===== config.mk =====
export PLATFORM = sky130hd
export DESIGN_NAME = encode_pack
export DESIGN_NICKNAME = d
export VERILOG_FILES = /design/src/rtl/encode_pack.sv
export SDC_FILE = /design/constraint.sdc
export NUM_CORES = 1
export LEC_CHECK = 0
export ABC_AREA = 1
export BUFFER_PORTS_ARGS = -buffer_cell sky130_fd_sc_hd__buf_2
export CORE_UTILIZATION = 55
export DETAILED_ROUTE_END_ITERATION = 7
export PLACE_DENSITY = 0.81
export SLEW_MARGIN = 20
export SYNTH_ARGS = -nofsm -noshare
export SYNTH_HDL_FRONTEND = slang
export SYNTH_SLANG_ARGS = --single-unit

===== constraint.sdc =====
create_clock -name clk -period 3.9 [get_ports clk]
set_input_delay 0.195 -clock clk [delete_from_list [all_inputs] [get_ports clk]]
set_output_delay 0.195 -clock clk [all_outputs]
set_load 0.005 [all_outputs]

===== src/rtl/encode_pack.sv =====
// encode_pack: packs MSB-first variable-length codes into OUT_W-bit words,
// with flush, optional LZS end marker, zero padding and FIFO backpressure.
module encode_pack #(
  parameter int OUT_W    = 16,
  parameter int CODE_W   = 13,
  parameter int LEN_W    = 4,
  parameter bit END_MARK = 1'b1,
  parameter int CNT_W    = 16
) (
  input  logic              clk,
  input  logic              rst,
  input  logic              ce,
  input  logic              code_valid,
  input  logic [CODE_W-1:0] code_data,
  input  logic [LEN_W-1:0]  code_len,
  input  logic              flush,
  output logic              code_ready,
  input  logic              fo_full,
  output logic [OUT_W-1:0]  data_o,
  output logic              valid_o,
  output logic              done_o,
  output logic [CNT_W-1:0]  word_cnt,
  output logic [2:0]        encode_out_state
);
  localparam int ACC_W = OUT_W + CODE_W;
  localparam int CW = $clog2(ACC_W + 1);
  typedef enum logic [2:0] {RUN, MARK, PAD, DRAIN, DONE} state_t;
  state_t st_q, st_d;
  logic [ACC_W-1:0] acc_q, acc_d, acc_s, app;
  logic [CW-1:0] cnt_q, cnt_d, cnt_s, ln;
  logic [OUT_W-1:0] data_q, data_d;
  logic [CNT_W-1:0] wcnt_q, wcnt_d;
  logic [LEN_W-1:0] len_c;
  logic valid_q, valid_d, done_q, done_d;
  logic xfer, emit, take, mark, fill;
  always_comb begin
    code_ready = st_q == RUN && cnt_q < CW'(OUT_W);
    xfer = valid_q && !fo_full;
    emit = cnt_q >= CW'(OUT_W) && (!valid_q || !fo_full);
    take = code_ready && code_valid;
    mark = st_q == MARK && cnt_q < CW'(OUT_W);
    fill = st_q == PAD && cnt_q != '0 && cnt_q < CW'(OUT_W);
    len_c = code_len > LEN_W'(CODE_W) ? LEN_W'(CODE_W) : code_len;
    ln = mark ? CW'(9) : take ? CW'(len_c) : '0;
    app = mark ? ACC_W'(9'h180) : take ? ACC_W'(code_data & ~({CODE_W{1'b1}} << len_c)) : '0;
    // new bits land just below the valid bits remaining after this cycle's emit
    cnt_s = emit ? cnt_q - CW'(OUT_W) : cnt_q;
    acc_s = emit ? acc_q << OUT_W : acc_q;
    acc_d = acc_s | (app << (CW'(ACC_W) - cnt_s - ln));
    cnt_d = fill ? CW'(OUT_W) : cnt_s + ln;
    data_d = emit ? acc_q[ACC_W-1 -: OUT_W] : data_q;
    valid_d = emit || (valid_q && !xfer);
    done_d = st_q == DONE;
    wcnt_d = wcnt_q + CNT_W'(xfer);
    st_d = st_q;
    case (st_q)
      RUN:     if (code_ready && flush) st_d = END_MARK ? MARK : PAD;
      MARK:    if (mark) st_d = PAD;
      PAD:     if (cnt_q == '0) st_d = DRAIN;
      DRAIN:   if (!valid_q) st_d = DONE;
      default: st_d = RUN;
    endcase
  end
  always_ff @(posedge clk) begin
    if (rst) begin
      st_q <= RUN;
      acc_q <= '0;
      cnt_q <= '0;
      data_q <= '0;
      valid_q <= 1'b0;
      done_q <= 1'b0;
      wcnt_q <= '0;
    end else if (ce) begin
      st_q <= st_d;
      acc_q <= acc_d;
      cnt_q <= cnt_d;
      data_q <= data_d;
      valid_q <= valid_d;
      done_q <= done_d;
      wcnt_q <= wcnt_d;
    end
  end
  assign data_o = data_q;
  assign valid_o = valid_q;
  assign done_o = done_q;
  assign word_cnt = wcnt_q;
  assign encode_out_state = st_q;
endmodule


# Word level (Yosys, flattened, before mapping)
# Cells that the tools add are included.
# op_classes
n_mux,13
n_eq_ne,8
order_cmp,3
n_div,0
reduce_logical,19
n_mul,0
n_addsub,5
n_shift,2
bitwise_logic,3
# op_table
cell,n
29-bit two-way mux,3
13-bit by 29-bit AND with 29-bit output,1
29-bit inverter,1
29-bit bitwise OR,1
13-bit by 4-bit left shift with 29-bit output (first input constant),1
29-bit by 5-bit left shift with 29-bit output,1
16-bit by 1-bit adder with 16-bit output,1
3-bit two-way mux,4
4-bit two-way mux,3
3-bit one-hot mux with 4 select lines,1
5-bit two-way mux,2
1-bit logical AND,9
3-bit by 2-bit == test with 1-bit output (second input constant),2
5-bit by 4-bit adder with 5-bit output,1
5-bit greater-or-equal comparator (second input constant),1
5-bit zero test,1
5-bit < comparator (second input constant),1
5-bit AND reduction,1
5-bit nonzero test,1
5-bit by 4-bit subtractor with 5-bit output,1
5-bit subtractor (first input constant),1
5-bit subtractor (second input constant),1
4-bit greater-than comparator (second input constant),1
2-bit by 1-bit != test with 1-bit output (second input constant),2
other kinds (7),11
# totals
latch_bits,0
out_inout_bits,38
ff_bits,71
mem_count,0
rom_bits,0
ram_bits,0

# Longest topological paths before layout
# Gate-level depths: netlist of run 1.
# logic_depth
depth_word,9
ltp_mapped,19

# Worst setup path before layout of run 1
# OpenSTA, ideal clock, no wires.
# synth_timing
path_type,register to register
startpoint,"register st_q[2], in the netlist encode_out_state[2]"
endpoint,register acc_q[15]
path_stages_with_launch,14
arrival_ps,3040
slack_ps,791
synth_period_minus_slack_ps,3109
required_time_ps,3831
path_cell_list,dfxtp_1 -> nor2_4 -> nand4_2 -> nor3_1 -> ha_1 -> inv_1 -> ha_1 -> fa_1 -> xnor2_2 -> clkinv_1 -> clkbuf_1 -> nand3_1 -> nand3_2 -> a21oi_2
# synth_via
elab_chain_len,8
word_cells_on_any_way,12
# synth_rtl
item,line,source
"start, declared",28,"state_t st_q, st_d;"
"start signal, assigned",74,st_q <= st_d;
3-bit zero test,37,code_ready = st_q == RUN && cnt_q < CW'(OUT_W);
1-bit logical AND,37,
1-bit logical AND,40,take = code_ready && code_valid;
4-bit two-way mux (2 in a row),44,ln = mark ? CW'(9) : take ? CW'(len_c) : '0;
5-bit by 4-bit subtractor with 5-bit output,49,acc_d = acc_s | (app << (CW'(ACC_W) - cnt_s - ln));
29-bit by 5-bit left shift with 29-bit output *,49,
29-bit bitwise OR *,49,
"end signal, assigned",67,acc_q <= '0;
"end signal, assigned",75,acc_q <= acc_d;
"end, declared",29,"logic [ACC_W-1:0] acc_q, acc_d, acc_s, app;"
# Every way passes the cells marked *; elsewhere a longest branch is shown, timed or not.
# A chain may end at the register's enable or synchronous reset.

# Worst setup path in the final report of run 1
# layout_timing
startpoint,"register st_q[2], in the netlist encode_out_state[2]"
endpoint,register acc_q[19]
# The elaborated chain is that of the path after synthesis.

==> metrics.txt, run 1 <==
met2 routed WL=5.94 mm; Hold Path Class=in -> reg; Crit Path Class=reg -> reg; max-cap viol count=0; die height=93.3 microns; clock-pin slew on the worst setup and hold paths=70 ps; Die ar.=around 8700 sq um; endpoint class of the critical path=register; setup violators final=0; depth of the worst hold-timing path=3; Syn Area/Cell=around 6.5 sq um; worst reg2reg startpoint=encode_out_state[2]$_SDFFE_PP0P_; outcome=finished, final reports clean; HPWL after DPL=approximately 8.6 mm; post_cts resized=0; critical path arrival=3560 ps; worst setup margin=539 ps; Pleak=2.36 nW; synth cell count leaders=169 x nand2_1, 110 x nand3_1, 73 x nor2_1; pre-CTS setup slack=551 ps; flops & latches, synth=71; Critical Path RT=4100 ps; io pins=61; Tot Pwr=2.37 mW; post-route ant nets=0; H-tree levels=3; Max transition margin=0.306; Post-CTS Setup Inserts=0; cells on worst reg2reg path=12; area occupied by multi-input gates=roughly 2800 sq um; Clk Latency, worst-skew pair=350 ps; Post-Layout Inst Area=5080 sq um; routed vias/inst=5.67; largest net degree at the start of global routing=42; Synth top area share=0.310; Post-synth EDFFs=0; clock tree buffer depth=2; GRT overflow=0; worst reg2reg path endpoint=acc_q[19]$_SDFFE_PP0P_; setup TNS=0 ps; top-count cell post-synth=nand2_1; overall routing resource usage=0.289; Post-Route Utilization=0.644; initial antenna violation count=0; Async SR Flop Fraction=0; Peak VDD IR=roughly 0.00027 V; met1 WL=5.08 mm; Area growth syn-to-layout=10.9%; drt first-iter violations=around 370; IO buf count=60; Tmin final=about 3400 ps; RSZ-0062 raised after global routing=false; starting density of the core=0.581; HP Start=fo_full; Ys Warns=0; Netlist Area Pre-Place=4580 sq um; final net count=approximately 790; final hold vios=0; CTS buffer count=9; CTS Root Buffer Type=clkbuf_8; met3 WL post-DR=between 600 and 700 microns; Final Wtd Congestion=0.965; final WL=11.8 mm; hold buffers post-CTS=0; number of global-route vias before repair=4583; library cells used by synthesis=46; TritonCTS clock tree=done; Sink Count=between 70 and 80; Max Clock Freq=298 MHz; Avg WL per Cell=13.8 microns; pwr/cell area=approximately 470 nW/um^2; DRT Pass-1 Iters=5; Crit Path Max Fanout=19; Slew Limit Fails=0; hold-critical path endpoint=valid_o$_SDFFE_PP0P_; number of remaining DRC errors=0; Net Count, Synth=743; final period utilization=0.862; Fill cells=716; area leader, netlist=dfxtp_1; first-pass GRT wire length=between 20 and 25 mm; Worst Setup SP=encode_out_state[2]$_SDFFE_PP0P_; Final Skew=9.65 ps; highest routed layer=met4; Synth Flop Type=dfxtp_1; routed via count=slightly below 5k; Least-Margin Pin Slew=1030 ps; layout cell share with drive strength beyond 1=0.151; Mapped Cells=706; Rows=32; Reg area=about 1400 sq um; chip width=93.3 microns; DP Area=4900 sq um; Area contributors post-synth=dfxtp_1 31%, nand2_1 14%, nand3_1 12%, nor2_1 6.0%, a21oi_1 5.8%; flop-to-flop setup slack=roughly 540 ps; # diodes=0; Worst setup SP type=register; core footprint=7890 sq um; Seq/Total Area, Yosys=0.310
-- critical path: stages, from the launching register on --
cell and delay [ps]:
dfxtp_1 370, nor2_4 190, nand4_2 230, nor3_1 430, ha_1 220, inv_1 50
ha_1 210, fa_1 520, clkinv_1 420, nand4_1 350, a21oi_1 100, nand2_1 90
a21oi_2 50
-- worst max-delay path by stage --
stage | end | slack (ps) | cells after the start
floorplan | acc_q[15]$_SDFFE_PP0P_ | 790 | 13
global placement | acc_q[19]$_SDFFE_PP0P_ | 680 | 12
detailed placement | acc_q[15]$_SDFFE_PP0P_ | 550 | 12
CTS | acc_q[15]$_SDFFE_PP0P_ | 540 | 12
global route | acc_q[21]$_SDFFE_PP0P_ | 210 | 13
finish | acc_q[19]$_SDFFE_PP0P_ | 540 | 12
-- routing by layer --
layer  vias up  GRT usage
li1       2438          -
met3        17     0.0382
met2       165      0.522
met4         0      0.113
met1      2241      0.346
met5         -          0
-- metrics by stage --
stage / instances / hold WS, ps
6_report: 857 / 209
5_1_grt: 857 / 225
4_1_cts: 857 / 202
3_5_place_dp: 841 / 457
3_3_place_gp: 841 / 452
2_1_floorplan: 706 / 396
-- final cells by class --
cell class              instances  share of cell area
multi-input cells             538               0.543
clock inverters                 6             0.00862
inverters                      63              0.0470
clock buffers                  10              0.0271
flip-flops and latches         71               0.280
repair buffers                 67              0.0694
well taps                     102              0.0251
-- logic make-up after synthesis --
group,Yosys count,share of synthesized area
compound gates,123,0.146
simple gates,395,0.393
buf+inv,97,0.0877
flops,71,0.310
xor+xnor,5,0.0194
fa+ha+maj,14,0.0415
mux,1,0.00218
-- state kept, by name, indices dropped and copies added, names as in the netlist --
name and cells:
cnt_q 5, valid_o 1, done_o 1, data_o 16, word_cnt 16, encode_out_state 3
acc_q 29
-- cells in the final DEF, fill, tap and decap left out, types with 3 or more instances in the layout --
| master | instances |
|---|---|
| clkbuf_8 | 10 |
| nor2_2 | 3 |
| a21oi_1 | 53 |
| o21ai_0 | 52 |
| nand2_1 | 169 |
| nor3_1 | 9 |
| nand3_1 | 110 |
| a21oi_2 | 6 |
| buf_2 | 60 |
| nor2_1 | 73 |
| clkinv_1 | 4 |
| inv_2 | 3 |
| inv_1 | 55 |
| dfxtp_1 | 71 |
| buf_4 | 7 |
| nand3_2 | 4 |
| nand4_1 | 14 |
| ha_1 | 12 |
-- report_power, final --
group,leakage [nW],internal [mW],switching [mW]
clock network,0.0930,0.252,0.299
logic,1.69,0.318,0.675
registers,0.578,0.784,0.0451
Note: power is estimated with default switching activity, not from simulation.
==> inputs of run 2 (changes only) <==
--- a/config.mk
+++ b/config.mk
@@ -9,6 +9,7 @@
 export BUFFER_PORTS_ARGS = -buffer_cell sky130_fd_sc_hd__buf_2
 export CORE_UTILIZATION = 55
 export DETAILED_ROUTE_END_ITERATION = 7
+export GPL_TIMING_DRIVEN = 0
 export PLACE_DENSITY = 0.81
 export SLEW_MARGIN = 20
 export SYNTH_ARGS = -nofsm -noshare
==> run 2 against run 1 <==
Sequential power barely moved. Utilization is 2.4 points higher. Register-to-register slack lost 150 ps. Die area did not move. First-iteration DRC count up 31%. Clock-buffer cell count fell by 1. Maximum frequency fell by 4.4%. Clock skew increased by 6.1 ps. Combinational power grew 8%. Sequential share of layout area decreased by 1.0 points. Design area is 3.8% higher. Critical endpoint is now acc_q[15]$_SDFFE_PP0P_. Largest power group unchanged. Highest routed layer unchanged.
==> metrics.txt, run 2 (synthesized netlist as in run 1, its figures left out) <==
Net Sw Power=1.07 mW; Crit Path Class=reg -> reg; pwr/cell area=498 nW/um^2; final WL=13.2 mm; CTS buffer count=9; internal power=1.55 mW; most frequent cells in the layout=169 x nand2_1, 110 x nand3_1, 73 x nor2_1, 71 x dfxtp_1, 61 x buf_2; H-tree levels=3; cells on worst reg2reg path=13; Sink Count=71; Worst setup SP type=register; Pleak=2.43 nW; Hold Path Class=in -> reg; number of remaining DRC errors=0; endpoint class of the critical path=register; clock-pin slew on the worst setup and hold paths=90 ps; commonest non-fill, non-tap cell in the layout=nand2_1; CP cell instances=nor2_4 -> nand4_2 -> nor3_2 -> ha_1 -> inv_1 -> ha_1 -> fa_1 -> clkinvlp_4 -> clkbuf_1 -> nand3_1 -> nand3_1 -> nand3_2 -> a21oi_2; final hold vios=0; die height=93.3 microns; final net count=~810; layout cell share with drive strength beyond 1=0.147; Post-Route Utilization=0.668; overall routing resource usage=0.316; initial antenna violation count=0; first-pass GRT wire length=21.6 mm; routed vias/inst=5.78; IO buf count=60; Peak VDD IR=around 0.00044 V; Max stage delay on crit path=730 ps; Avg WL per Cell=15.0 microns; worst reg2reg startpoint=encode_out_state[2]$_SDFFE_PP0P_; number of global-route vias before repair=4541; Final Skew=15.7 ps; starting density of the core=0.581; final period utilization=0.901; flop-to-flop setup slack=between 300 and 400 ps; Post-CTS Setup Inserts=0; drt first-iter violations=just under 500; RSZ-0062 raised after global routing=false; largest net degree at the start of global routing=14; Crit Path Max Fanout=10; max reg flops=29; io pins=61; area occupied by multi-input gates=2780 sq um; Die ar.=8700 sq um; HP Start=fo_full; critical path arrival=3720 ps; core footprint=7890 sq um; TritonCTS clock tree=done; Fill cells=about 710; Rows=32; GRT overflow=0; depth of the worst hold-timing path=3; hold-critical path endpoint=valid_o$_SDFFE_PP0P_; Clk Latency, worst-skew pair=350 ps; outcome=finished, final reports clean; Max Clock Freq=284 MHz; power share of the combinational group=0.407; Area growth syn-to-layout=15.1%; routed via count=5105; Tmin final=around 3500 ps; Least-Margin Pin Slew=between 800 and 900 ps; # diodes=0; setup TNS=0 ps; Seq pwr share=0.316; Reg area=1420 sq um; Final Wtd Congestion=0.976; Max transition margin=0.466; Clk pwr share=0.277; Largest Register=acc_q; CTS Root Buffer Type=clkbuf_8; max-cap viol count=0; switching portion of total power=0.409; Crit-path slowest cell=fa_1; post-route ant nets=0; setup violators final=0; worst reg2reg path endpoint=acc_q[15]$_SDFFE_PP0P_; clock tree buffer depth=2; HPWL after DPL=9.96 mm; Slew Limit Fails=0; chip width=93.3 microns; DRT Pass-1 Iters=6; Critical Path RT=4100 ps
==> run 2: worst max-delay path by stage <==
| stage | start | end | slack (ps) | cells past startpoint |
|---|---|---|---|---|
| after floorplan | encode_out_state[2]$_SDFFE_PP0P_ | acc_q[15]$_SDFFE_PP0P_ | 790 | 13 |
| after global placement | encode_out_state[2]$_SDFFE_PP0P_ | acc_q[15]$_SDFFE_PP0P_ | 60 | 13 |
| after detailed placement | encode_out_state[2]$_SDFFE_PP0P_ | acc_q[15]$_SDFFE_PP0P_ | 60 | 13 |
| after CTS | encode_out_state[2]$_SDFFE_PP0P_ | acc_q[15]$_SDFFE_PP0P_ | 110 | 14 |
| after global routing | encode_out_state[2]$_SDFFE_PP0P_ | acc_q[8]$_SDFFE_PP0P_ | 60 | 13 |
| final | encode_out_state[2]$_SDFFE_PP0P_ | acc_q[15]$_SDFFE_PP0P_ | 380 | 13 |
==> run 2: per-layer routing <==
metal  GRT usage  wire length, microns  share of wire
met3      0.0553                  1020          0.077
met1       0.409                  5800           0.44
met2       0.530                  6110           0.46
met5           0                     0              0
met4       0.104                   301          0.023
==> run 2: area by class of cell <==
| class | count | share of cell area |
|---|---|---|
| Clock inverter | 7 | 0.0230 |
| Multi-Input combinational cell | 538 | 0.526 |
| Buffer | 33 | 0.0301 |
| Inverter | 63 | 0.0463 |
| Clock buffer | 9 | 0.0235 |
| Sequential cell | 71 | 0.270 |
| Tap cell | 102 | 0.0242 |
| Timing Repair Buffer | 60 | 0.0570 |
==> run 2: critical path: cells and delay by family, from the launching register on <==
kind / cells / cell delay [ps]
simple gates: 6 / 1200
flops: 1 / 370
compound gates: 1 / 50
fa+ha+maj: 3 / 1140
buf+inv: 3 / 610
==> run 2: stage by stage <==
step / cells / total power [mW] / cell area [sq um] / hold slack [ps] / setup WS [ps]
2_1_floorplan: 706 / 1.60 / 4580 / 396 / 791
3_3_place_gp: 868 / 1.85 / 5010 / 452 / 58.1
3_5_place_dp: 868 / 1.86 / 5010 / 457 / 61.4
4_1_cts: 884 / 2.59 / 5260 / 203 / 111
5_1_grt: 883 / 2.78 / 5270 / 221 / 60.6
6_report: 883 / 2.62 / 5270 / 214 / 384
==> run 2: what timing repair did <==
item / CTS / global route
resized for setup: 1 / 3
pin swaps: 0 / 0
endpoints found under the setup margin: 1 / 24
hold buffers: 0 / 0
==> run 2: power groups by stage <==
stage / registers, mW / clock network (mW) / logic [mW]
final: 0.828 / 0.728 / 1.07
after global routing: 0.836 / 0.769 / 1.18
after CTS: 0.827 / 0.734 / 1.03
after detailed placement: 0.843 / 0 / 1.02
after global placement: 0.842 / 0 / 1.01
after floorplan: 0.835 / 0 / 0.769
==> inputs of run 3 (changes only) <==
--- a/config.mk
+++ b/config.mk
@@ -11,6 +11,7 @@
 export DETAILED_ROUTE_END_ITERATION = 7
 export GPL_TIMING_DRIVEN = 0
 export PLACE_DENSITY = 0.81
+export REMOVE_ABC_BUFFERS = 1
 export SLEW_MARGIN = 20
 export SYNTH_ARGS = -nofsm -noshare
 export SYNTH_HDL_FRONTEND = slang
==> run 3 against run 2 <==
Clock-buffer cell count is 2 higher. Utilization is 2.3 points lower. Critical path depth is 2 higher. Combinational power is 6% lower.
==> metrics.txt, run 3 (synthesized netlist as in run 1, its figures left out) <==
initial antenna violation count=0; IO buf count=60; chip width=93.3 microns; Max transition margin=0.298; Largest Register=acc_q; TritonCTS clock tree=done; overall routing resource usage=0.282; Worst setup SP type=register; Area growth syn-to-layout=11.2%; pre-CTS setup slack=-649 ps; Max Clock Freq=281 MHz; Crit Path Class=reg -> reg; layout cell share with drive strength beyond 1=0.156; DRT Pass-1 Iters=6; number of global-route vias before repair=4529; Final Skew=10.2 ps; Critical Path RT=4170 ps; Tot Pwr=roughly 2.4 mW; cells on worst reg2reg path=15; CTS buffer count=9; routed via count=4865; final period utilization=0.913; pwr/cell area=466 nW/um^2; routed vias/inst=5.70; Final Wtd Congestion=around 0.95; Fill cells=729; critical path arrival=3830 ps; Tmin final=approximately 3600 ps; setup TNS=0 ps; clock tree buffer depth=2; largest net degree at the start of global routing=42; first-pass GRT wire length=19.8 mm; RSZ-0062 raised after global routing=false; Sink Count=71; Die ar.=a little under 9000 sq um; max reg flops=29; endpoint class of the critical path=register; clock-pin slew on the worst setup and hold paths=about 80 ps; io pins=61; Hold Path Class=in -> reg; final WL=11.6 mm; commonest non-fill, non-tap cell in the layout=nand2_1; setup violators final=0; die height=93.3 microns; CTS Root Buffer Type=clkbuf_8; Crit Path Max Fanout=19; starting density of the core=0.581; Pleak=2.36 nW; core footprint=7890 sq um; worst setup margin=340 ps; Post-Route Utilization=0.646; # diodes=0; outcome=finished, final reports clean; DP Area=approximately 4800 sq um; Rows=32; drt first-iter violations=373; depth of the worst hold-timing path=3; HPWL after DPL=8.14 mm; GRT overflow=0; Avg WL per Cell=13.6 microns; most frequent cells in the layout=169 x nand2_1, 110 x nand3_1, 72 x nor2_1, 71 x dfxtp_1, 60 x buf_2; hold buffers post-CTS=0; area occupied by multi-input gates=2780 sq um; Clk Latency, worst-skew pair=~350 ps; post-route ant nets=0; number of remaining DRC errors=0; Reg area=about 1400 sq um; Peak VDD IR=roughly 0.00027 V; Slew Limit Fails=0; final hold vios=0; final net count=784; H-tree levels=3; max-cap viol count=0; Least-Margin Pin Slew=1050 ps; Post-Layout Inst Area=between 5000 and 6000 sq um
run 3: cell count changes in the layout (fill, tap and decap cells not counted), sizes merged:
cell	previous run	this run
clkbuf	35	11
buf	67	64
bufinv	3	0
clkinvlp	1	3
clkinv	6	5
run 3: worst paths after layout:
path,start,to,slack (ps)
min reg2reg,acc_q[4]$_SDFFE_PP0P_,acc_q[4]$_SDFFE_PP0P_,470
max,encode_out_state[2]$_SDFFE_PP0P_,acc_q[19]$_SDFFE_PP0P_,340
min,fo_full,valid_o$_SDFFE_PP0P_,230
max reg2reg,encode_out_state[2]$_SDFFE_PP0P_,acc_q[19]$_SDFFE_PP0P_,340
run 3: power by group:
part	switching [mW]	internal (mW)	total [mW]
Clock	0.281	0.263	0.544
Sequential	0.0422	0.784	0.826
Combinational	0.670	0.336	1.01
run 3: layout make-up:
class                   count  area share
repair buffers             64      0.0673
clock inverters             5     0.00639
clock buffers              11      0.0297
flip-flops and latches     71       0.279
inverters                  63      0.0474
well taps                 102      0.0250
multi-input cells         538       0.545
run 3: metal layers:
layer | share of wire | vias up | global-route usage
met5 | 0 | - | 0
met4 | 0.018 | 0 | 0.106
met3 | 0.053 | 19 | 0.0561
met2 | 0.50 | 150 | 0.501
met1 | 0.43 | 2265 | 0.335
li1 | - | 2431 | -
run 3: worst max-delay path, stage by stage (launching register included):
cell and delay, ps:
dfxtp_1 370, nor2_4 200, nand4_2 240, nor3_1 470
ha_1 230, inv_1 50, ha_2 190, fa_2 770
clkinv_2 330, nor2_1 210, nand2_1 70, nand2_1 60
inv_1 40, nand2_1 70, nand2_1 70, a21oi_2 110
run 3: timing repair:
item / 4_1_cts / 5_1_grt
setup buffers: 0 / 4
gates resized for setup: 3 / 2
pin swaps: 1 / 1
setup endpoints to repair: 29 / 29
run 3: stage by stage:
step | std cells | hold slack [ps]
after global placement | 834 | 452
after CTS | 850 | 214
after global routing | 854 | 251
final | 854 | 233
after floorplan | 672 | 257
after detailed placement | 834 | 456
